`src/rtl/operand_fetch.sv`:
```
// operand_fetch: decode-and-operand-fetch stage placed in front of RegisterFile.
// An instruction accepted over the input handshake is held in the instruction
// register (IR). The IR drives the register-file read addresses. One cycle
// later the operands and decoded fields are captured and presented downstream.
// Writes on the register-file write port are snooped. A write in the capture
// cycle is forwarded, so an operand never holds the pre-write value.
// Build option: define OPERAND_REFRESH_EN to keep the captured operands
// tracking snooped writes while the stage waits in VALID.
module operand_fetch #(
    parameter int DATA_W = 32,
    parameter int ADDR_W = 5
) (
    input  logic              clk,
    input  logic              rst_n,
    input  logic              in_valid,
    output logic              in_ready,
    input  logic [31:0]       in_instr,
    output logic [ADDR_W-1:0] read_address_0,
    output logic [ADDR_W-1:0] read_address_1,
    input  logic [DATA_W-1:0] read_data_0,
    input  logic [DATA_W-1:0] read_data_1,
    input  logic              write_en,
    input  logic [ADDR_W-1:0] write_address_0,
    input  logic [DATA_W-1:0] write_data,
    output logic              out_valid,
    input  logic              out_ready,
    output logic [DATA_W-1:0] op_a,
    output logic [DATA_W-1:0] op_b,
    output logic [DATA_W-1:0] imm_ext,
    output logic [5:0]        opcode,
    output logic [5:0]        funct,
    output logic [ADDR_W-1:0] dest_addr
);

    typedef enum logic [1:0] {
        IDLE  = 2'd0,
        READ  = 2'd1,
        VALID = 2'd2
    } state_t;

    state_t             state;
    state_t             nextState;

    logic [31:0]        ir;
    logic               loadIr;
    logic               capture;
    logic               inReady;
    logic               outValid;

    logic [ADDR_W-1:0]  rsAddr;
    logic [ADDR_W-1:0]  rtAddr;
    logic [ADDR_W-1:0]  rdAddr;

    logic [DATA_W-1:0]  opA;
    logic [DATA_W-1:0]  opB;
    logic [DATA_W-1:0]  immExtQ;
    logic [5:0]         opcodeQ;
    logic [5:0]         functQ;
    logic [ADDR_W-1:0]  destQ;

    // Register fields of the held instruction; these feed the register file
    // in every state, not only during READ.
    assign rsAddr = ir[25:21];
    assign rtAddr = ir[20:16];
    assign rdAddr = ir[15:11];

    // Operand selection for one read port. Register 0 is hard-wired to zero.
    // A same-cycle write to the addressed register takes priority over the
    // register-file output, because that output still shows the old value.
    function automatic logic [DATA_W-1:0] fetchOperand(
        input logic [ADDR_W-1:0] addr,
        input logic [DATA_W-1:0] rdata,
        input logic              we,
        input logic [ADDR_W-1:0] wa,
        input logic [DATA_W-1:0] wd
    );
        logic [DATA_W-1:0] value;
        if (addr == '0) begin
            value = '0;
        end else if (we && (wa == addr)) begin
            value = wd;
        end else begin
            value = rdata;
        end
        return value;
    endfunction

    // State register
    always_ff @(posedge clk) begin
        // NOTE: state elements use non-blocking assignments. Every flop then
        // sees pre-edge values, whatever order the blocks evaluate in.
        if (!rst_n) begin
            state <= IDLE;
        end else begin
            state <= nextState;
        end
    end

    // Next-state logic and handshake signals
    always_comb begin
        // NOTE: every signal gets a default before the case statement. A path
        // that leaves a signal unassigned would otherwise infer a latch.
        nextState = state;
        inReady   = 1'b0;
        outValid  = 1'b0;
        loadIr    = 1'b0;
        capture   = 1'b0;

        unique case (state)
            IDLE: begin
                inReady = 1'b1;
                if (in_valid) begin
                    loadIr    = 1'b1;
                    nextState = READ;
                end
            end
            READ: begin
                capture   = 1'b1;
                nextState = VALID;
            end
            VALID: begin
                outValid = 1'b1;
                inReady  = out_ready;
                if (out_ready) begin
                    if (in_valid) begin
                        loadIr    = 1'b1;
                        nextState = READ;
                    end else begin
                        nextState = IDLE;
                    end
                end
            end
            default: begin
                nextState = IDLE;
            end
        endcase

        // While reset is held, neither handshake may complete.
        if (!rst_n) begin
            inReady  = 1'b0;
            outValid = 1'b0;
            loadIr   = 1'b0;
            capture  = 1'b0;
        end
    end

    // Instruction register: loads on every accepted input handshake.
    always_ff @(posedge clk) begin
        // NOTE: the IR is reset, not left free-running. The read addresses
        // come straight from it and must read as zero out of reset.
        if (!rst_n) begin
            ir <= '0;
        end else if (loadIr) begin
            ir <= in_instr;
        end
    end

`ifdef OPERAND_REFRESH_EN
    logic refreshA;
    logic refreshB;

    // While waiting in VALID, a write to a nonzero source register replaces
    // the captured operand. A stalled consumer therefore sees the newest value.
    assign refreshA = (state == VALID) && write_en && (rsAddr != '0)
                      && (write_address_0 == rsAddr);
    assign refreshB = (state == VALID) && write_en && (rtAddr != '0)
                      && (write_address_0 == rtAddr);
`endif

    // Operand registers A and B: captured at the end of READ with forwarding
    always_ff @(posedge clk) begin
        if (!rst_n) begin
            opA <= '0;
            opB <= '0;
        end else if (capture) begin
            opA <= fetchOperand(rsAddr, read_data_0, write_en, write_address_0, write_data);
            opB <= fetchOperand(rtAddr, read_data_1, write_en, write_address_0, write_data);
        end else begin
`ifdef OPERAND_REFRESH_EN
            if (refreshA) begin
                opA <= write_data;
            end
            if (refreshB) begin
                opB <= write_data;
            end
`else
            opA <= opA;
            opB <= opB;
`endif
        end
    end

    // Decoded fields: captured together with the operands and held until the
    // next capture, so they stay stable while the consumer stalls.
    always_ff @(posedge clk) begin
        if (!rst_n) begin
            immExtQ <= '0;
            opcodeQ <= '0;
            functQ  <= '0;
            destQ   <= '0;
        end else if (capture) begin
            immExtQ <= {{(DATA_W-16){ir[15]}}, ir[15:0]};
            opcodeQ <= ir[31:26];
            functQ  <= ir[5:0];
            // R-type instructions write rd; all other formats write rt.
            destQ   <= (ir[31:26] == 6'd0) ? rdAddr : rtAddr;
        end
    end

    assign in_ready       = inReady;
    assign out_valid      = outValid;
    assign read_address_0 = rsAddr;
    assign read_address_1 = rtAddr;
    assign op_a           = opA;
    assign op_b           = opB;
    assign imm_ext        = immExtQ;
    assign opcode         = opcodeQ;
    assign funct          = functQ;
    assign dest_addr      = destQ;

endmodule

```
`config.mk`:
```
export PLATFORM = sky130hd
export DESIGN_NAME = operand_fetch
export DESIGN_NICKNAME = d
export VERILOG_FILES = /design/src/rtl/operand_fetch.sv
export SDC_FILE = /design/constraint.sdc
export NUM_CORES = 1
export LEC_CHECK = 0
export BUFFER_PORTS_ARGS = -buffer_cell sky130_fd_sc_hd__buf_4
export CELL_PAD_IN_SITES_DETAIL_PLACEMENT = 2
export CELL_PAD_IN_SITES_GLOBAL_PLACEMENT = 2
export CORE_MARGIN = 2
export CORE_UTILIZATION = 28
export DETAILED_ROUTE_END_ITERATION = 16
export HOLD_SLACK_MARGIN = 0.05
export PLACE_DENSITY_LB_ADDON = 0.3
export SYNTH_ARGS = -nofsm -noshare
export SYNTH_HDL_FRONTEND = slang
export SYNTH_SLANG_ARGS = --single-unit
```
`constraint.sdc`:
```
create_clock -name clk -period 4.4 [get_ports clk]
set_input_delay 0.66 -clock clk [delete_from_list [all_inputs] [get_ports clk]]
set_output_delay 0.66 -clock clk [all_outputs]
set_load 0.03 [all_outputs]
```
# Yosys cells after proc, flatten, opt, wreduce, memory -nomap -nowiden
# Index checks and enable logic that the tools add are counted.
[totals]
register_bits = 131
in_bits = 138
[classes]
n_eq_ne = 6
muxes = 19
reduce_logical = 7
[ops]
columns = ["operator", "count"]
rows = [
  ["$mux 32", 4],
  ["$eq 5x5->1", 2],
  ["$logic_not 5->1", 2],
  ["$mux 1", 9],
  ["$logic_not 6->1", 1],
  ["$pmux 2 s3", 1],
  ["$mux 5", 1],
  ["$mux 2", 2],
  ["$ne 2x2->1 const B", 2],
  ["$pmux 1 s2", 2],
  ["$eq 2x1->1 const B", 1],
  ["$eq 2x2->1 const B", 1],
  ["$logic_and 1x1->1", 2],
  ["$logic_not 2->1", 1],
  ["$reduce_and 2->1", 1],
]

# Logic depth before layout (Yosys ltp)
[logic_depth]
depth_word = 4
depth_mapped = 7

# Least setup slack after synthesis
# OpenSTA, ideal clock, no wires.
[synth_timing]
kind = "input port to output port"
start = "input out_ready"
end = "output in_ready"
t_arrival_ns = 1.497
path_slack_ns = 2.243
cell_stages = 2
cell_sequence = "nand2b_1 nor3b_1"
[synth_via]
elab_chain_cells = 2
[synth_lines]
columns = ["element", "line", "source"]
rows = [
  ["start: declaration", "26", "input logic out_ready,"],
  ["$pmux 1 s2", "109", "unique case (state)"],
  ["$mux 1", "139", "if (!rst_n) begin"],
  ["end: declaration", "16", "output logic in_ready,"],
]
# Every way passes these cells.

# Worst setup path in the final report
[layout_timing]
start = "register ir[18]"
end = "register opB[31], in the netlist op_b[31]"
[layout_via]
elab_chain_cells = 4
[layout_lines]
columns = ["element", "line", "source"]
rows = [
  ["start: declaration", "44", "logic [31:0] ir;"],
  ["start signal: assignment", "154", "ir <= in_instr;"],
  ["$eq 5x5->1", "80", "end else if (we && (wa == addr)) begin"],
  ["$logic_and 1x1->1", "80", ""],
  ["$mux 32", "80", ""],
  ["$mux 32 (*)", "78", "if (addr == '0) begin"],
  ["end signal: assignment", "177", "opB <= fetchOperand(rtAddr, read_data_1, write_en, write_address_0, write_data);"],
  ["end signal: assignment", "188", "opB <= opB;"],
  ["end: declaration", "55", "logic [DATA_W-1:0] opB;"],
]
# Mark *: on every way between the ends. The rest lies on a longest branch, timed or not.
# A chain may end at the register's enable or synchronous reset.

==> results.tsv <==
metric	value	unit
outcome	finished, final reports clean	
# Max-Cap Violations	0	
min-delay src	ir[0]$_SDFFE_PN0P_	
cell area after synthesis	0.00576	mm²
DR WL/cell	19.2	µm
Syn Inst Count	685	
Crit Reg-Reg Endpoint	op_b[31]$_SDFFE_PN0P_	
Final Util	40.6	%
CP startpoint kind	flip-flop	
post-route ant nets	0	
gr usage total	20.5	%
Post-CTS Resized	0	
Relative slew margins	29.7	%
clock latency on the worst-skew pair	0.42	ns
fin crit period	2.52	ns
pin count of the biggest net entering global routing	65	
Data arrival, critical path	2.79	ns
post-synthesis simple-gate area fraction	25.5	%
skew final	0.0104	ns
fin crit share	57.4	%
# IOs	263	
synthesis-to-layout area growth	42.4	%
Netlist cell types	29	
PwrDens	362	mW/mm²
Hold Fails Final Rpt	0	
mux cell area share after synthesis	0.868	%
sequential standard cell area	0.00250	mm²
clock-pin slew on the worst setup and hold paths	0.06	ns
Post-Synth XOR/XNOR Area	1.52	%
area of the die	0.0217	mm²
first-pass GRT wire length	34.8	mm
multi-input logic area	0.00274	mm²
area of the core	0.0202	mm²
htree depth	4	
largest family of logic cells by synthesized area	simple AND/OR/NAND/NOR gates	
Primary FF master, synth	dfxtp_1	
die height	147	µm
Yosys warnings	0	
worst hold path type	reg -> reg	
post-synthesis adder-cell area fraction	0	%
RSZ-0062 raised after global routing	false	
async set-reset flop share out of synthesis	0	%
share of cells above drive strength 1	41.7	%
vias in the first global route	6101	
Crit path buffers/inverters	1	
clock buffer count from CTS	17	
sequential cell area fraction in the yosys report	43.4	%
Final Max Slew Viols	0	
n_diodes	0	
R2R Setup Slk	1.88	ns
starting density of the core	28.5	%
cts hold-fix bufs	0	
Setup TNS	0	ns
Pre-antenna DRT Iters	4	
Mapped Nets	823	
WHS Endpoint	imm_ext[0]$_SDFFE_PN0P_	
TritonCTS clock tree	built	
drc violations	0	
Net count, final	1024	
1st-iter DRT viols	156	
Post-synth EDFFs	0	
routability cong.	0.730	
setup bufs post-CTS	0	
initial antenna violation count	0	
hold path depth	2	
reg2reg path depth	5	
peak supply drop	0.261	mV
Power Total	2.97	mW
worst-margin pin slew	1.05	ns
Filler cells	2322	
WL final	22.5	mm
sinks on the clock net	125	
Required @ worst endpoint	4.67	ns
row cnt	52	
critical path's slowest cell	and2_2	
dpl hpwl	16.3	mm
post-synthesis compound-gate area fraction	19.3	%
max incr delay on CP	0.87	ns
Die Wd	147	µm
dpl ws	1.45	ns
critical path endpoint category	flip-flop	
vias	5734	
worst path cell trace	xor2_1 -> nor4_4 -> buf_4 -> and2_2 -> o211ai_1	
FF+latch count, synth	125	
Syn Area/Cell	8.41	µm²
Final Worst Setup Slack	1.88	ns
r2r startpoint	ir[18]$_SDFFE_PN0P_	
Fmax achieved	0.396	GHz
CP Class	reg -> reg	
DR vias/cell	4.91	
worst-case clock buffer depth	2	
largest fanout on the critical path	33	
Top delay family on crit path	simple AND/OR/NAND/NOR gates	
Leakage	3.63	nW
IO Port Bufs	262	
CTS root buf	clkbuf_16	
Setup violations, final	0	
GRT overflow	0	
==> where the power goes <==
part	switching (mW)	internal [mW]
clock	0.563	0.800
combinational	0.242	0.165
sequential	0.0310	1.17
total	0.836	2.14
==> routing by layer <==
metal	routed length (µm)	part of all wire, %	global-route usage [%]	vias up
met5	0	0	0	-
met4	540	2.4	7.45	0
met3	1380	6.1	5.68	30
met2	11000	49	34.7	183
met1	9510	42	24.8	2778
li1	-	-	-	2743
==> cell usage after synthesis (5+ instances only) <==
| cell | number | area share, % |
|---|---|---|
| dfxtp_1 | 125 | 43 |
| a21oi_1 | 55 | 4.8 |
| buf_4 | 33 | 4.3 |
| nand2_1 | 237 | 15 |
| xor2_1 | 8 | 1.2 |
| nand4_1 | 64 | 6.9 |
| o211ai_2 | 60 | 13 |
| mux2i_1 | 5 | 0.87 |
| nor2_1 | 8 | 0.52 |
| a211oi_1 | 5 | 0.65 |
| clkbuf_1 | 42 | 2.7 |
| buf_2 | 8 | 0.69 |
==> cell families (layout without fill, tap and decap cells) <==
family / count (synthesis) / count (layout)
and+or+nand+nor: 327 / 327
AOI/OAI and AO/OA: 126 / 126
DFF: 125 / 125
buffers and inverters: 92 / 306
xor gates and xnor gates: 10 / 10
muxes: 5 / 5
==> sequential cells by signal, indices dropped and copies added, names as in the netlist <==
| name | count |
|---|---|
| imm_ext | 16 |
| ir | 32 |
| op_b | 32 |
| dest_addr | 5 |
| state | 2 |
| opcode | 6 |
| op_a | 32 |
==> worst reg2reg max path: stages (launching register included) <==
cell and delay [ns]:
dfxtp_1 0.46, xor2_1 0.16, nor4_4 0.29, buf_4 0.38, and2_2 0.87, o211ai_1 0.21
==> area by class of cell <==
cell class                      count  area share (%)
Multi-Input combinational cell    468            33.4
Sequential cell                   125            30.5
Timing Repair Buffer              272            24.9
Clock buffer                       18            5.35
Tap cell                          270            4.12
Clock inverter                     14            1.65
Inverter                            2          0.0915
==> stage by stage <==
stage	std cells	hold WS, ns	area [µm²]
5_1_grt	1169	0.477	8210
2_1_floorplan	685	0.432	5760
6_report	1169	0.455	8210
4_1_cts	1169	0.460	8210
3_5_place_dp	1137	0.448	7630
3_3_place_gp	1137	0.442	7630
==> worst max path at each step <==
stage	start	to	slack [ns]	cells past startpoint
6_report	ir[18]$_SDFFE_PN0P_	op_b[31]$_SDFFE_PN0P_	1.88	5
5_1_grt	ir[21]$_SDFFE_PN0P_	op_a[31]$_SDFFE_PN0P_	1.69	5
3_3_place_gp	write_address_0[0]	op_a[0]$_SDFFE_PN0P_	1.48	6
4_1_cts	ir[18]$_SDFFE_PN0P_	op_b[31]$_SDFFE_PN0P_	1.81	5
3_5_place_dp	write_address_0[0]	op_a[31]$_SDFFE_PN0P_	1.45	6
2_1_floorplan	out_ready	in_ready	2.24	2
==> cells in the final DEF (no fill, tap or decap), types with 2 or more instances in the layout <==
master	n
nand2_1	237
inv_2	2
clkbuf_16	17
inv_6	4
and2_1	2
o211ai_2	60
o211ai_1	4
dfxtp_1	125
clkinv_4	4
a21oi_4	2
xor2_1	8
a21oi_1	55
and2_2	2
nor3b_1	2
nor2_1	8
clkinvlp_4	4
nor3_1	2
nand2b_1	2
mux2i_1	5
a211oi_1	5
nand4_1	64
xnor2_1	2
nor4_4	2
buf_4	272
No activity file was read; power rests on OpenSTA's default activity.
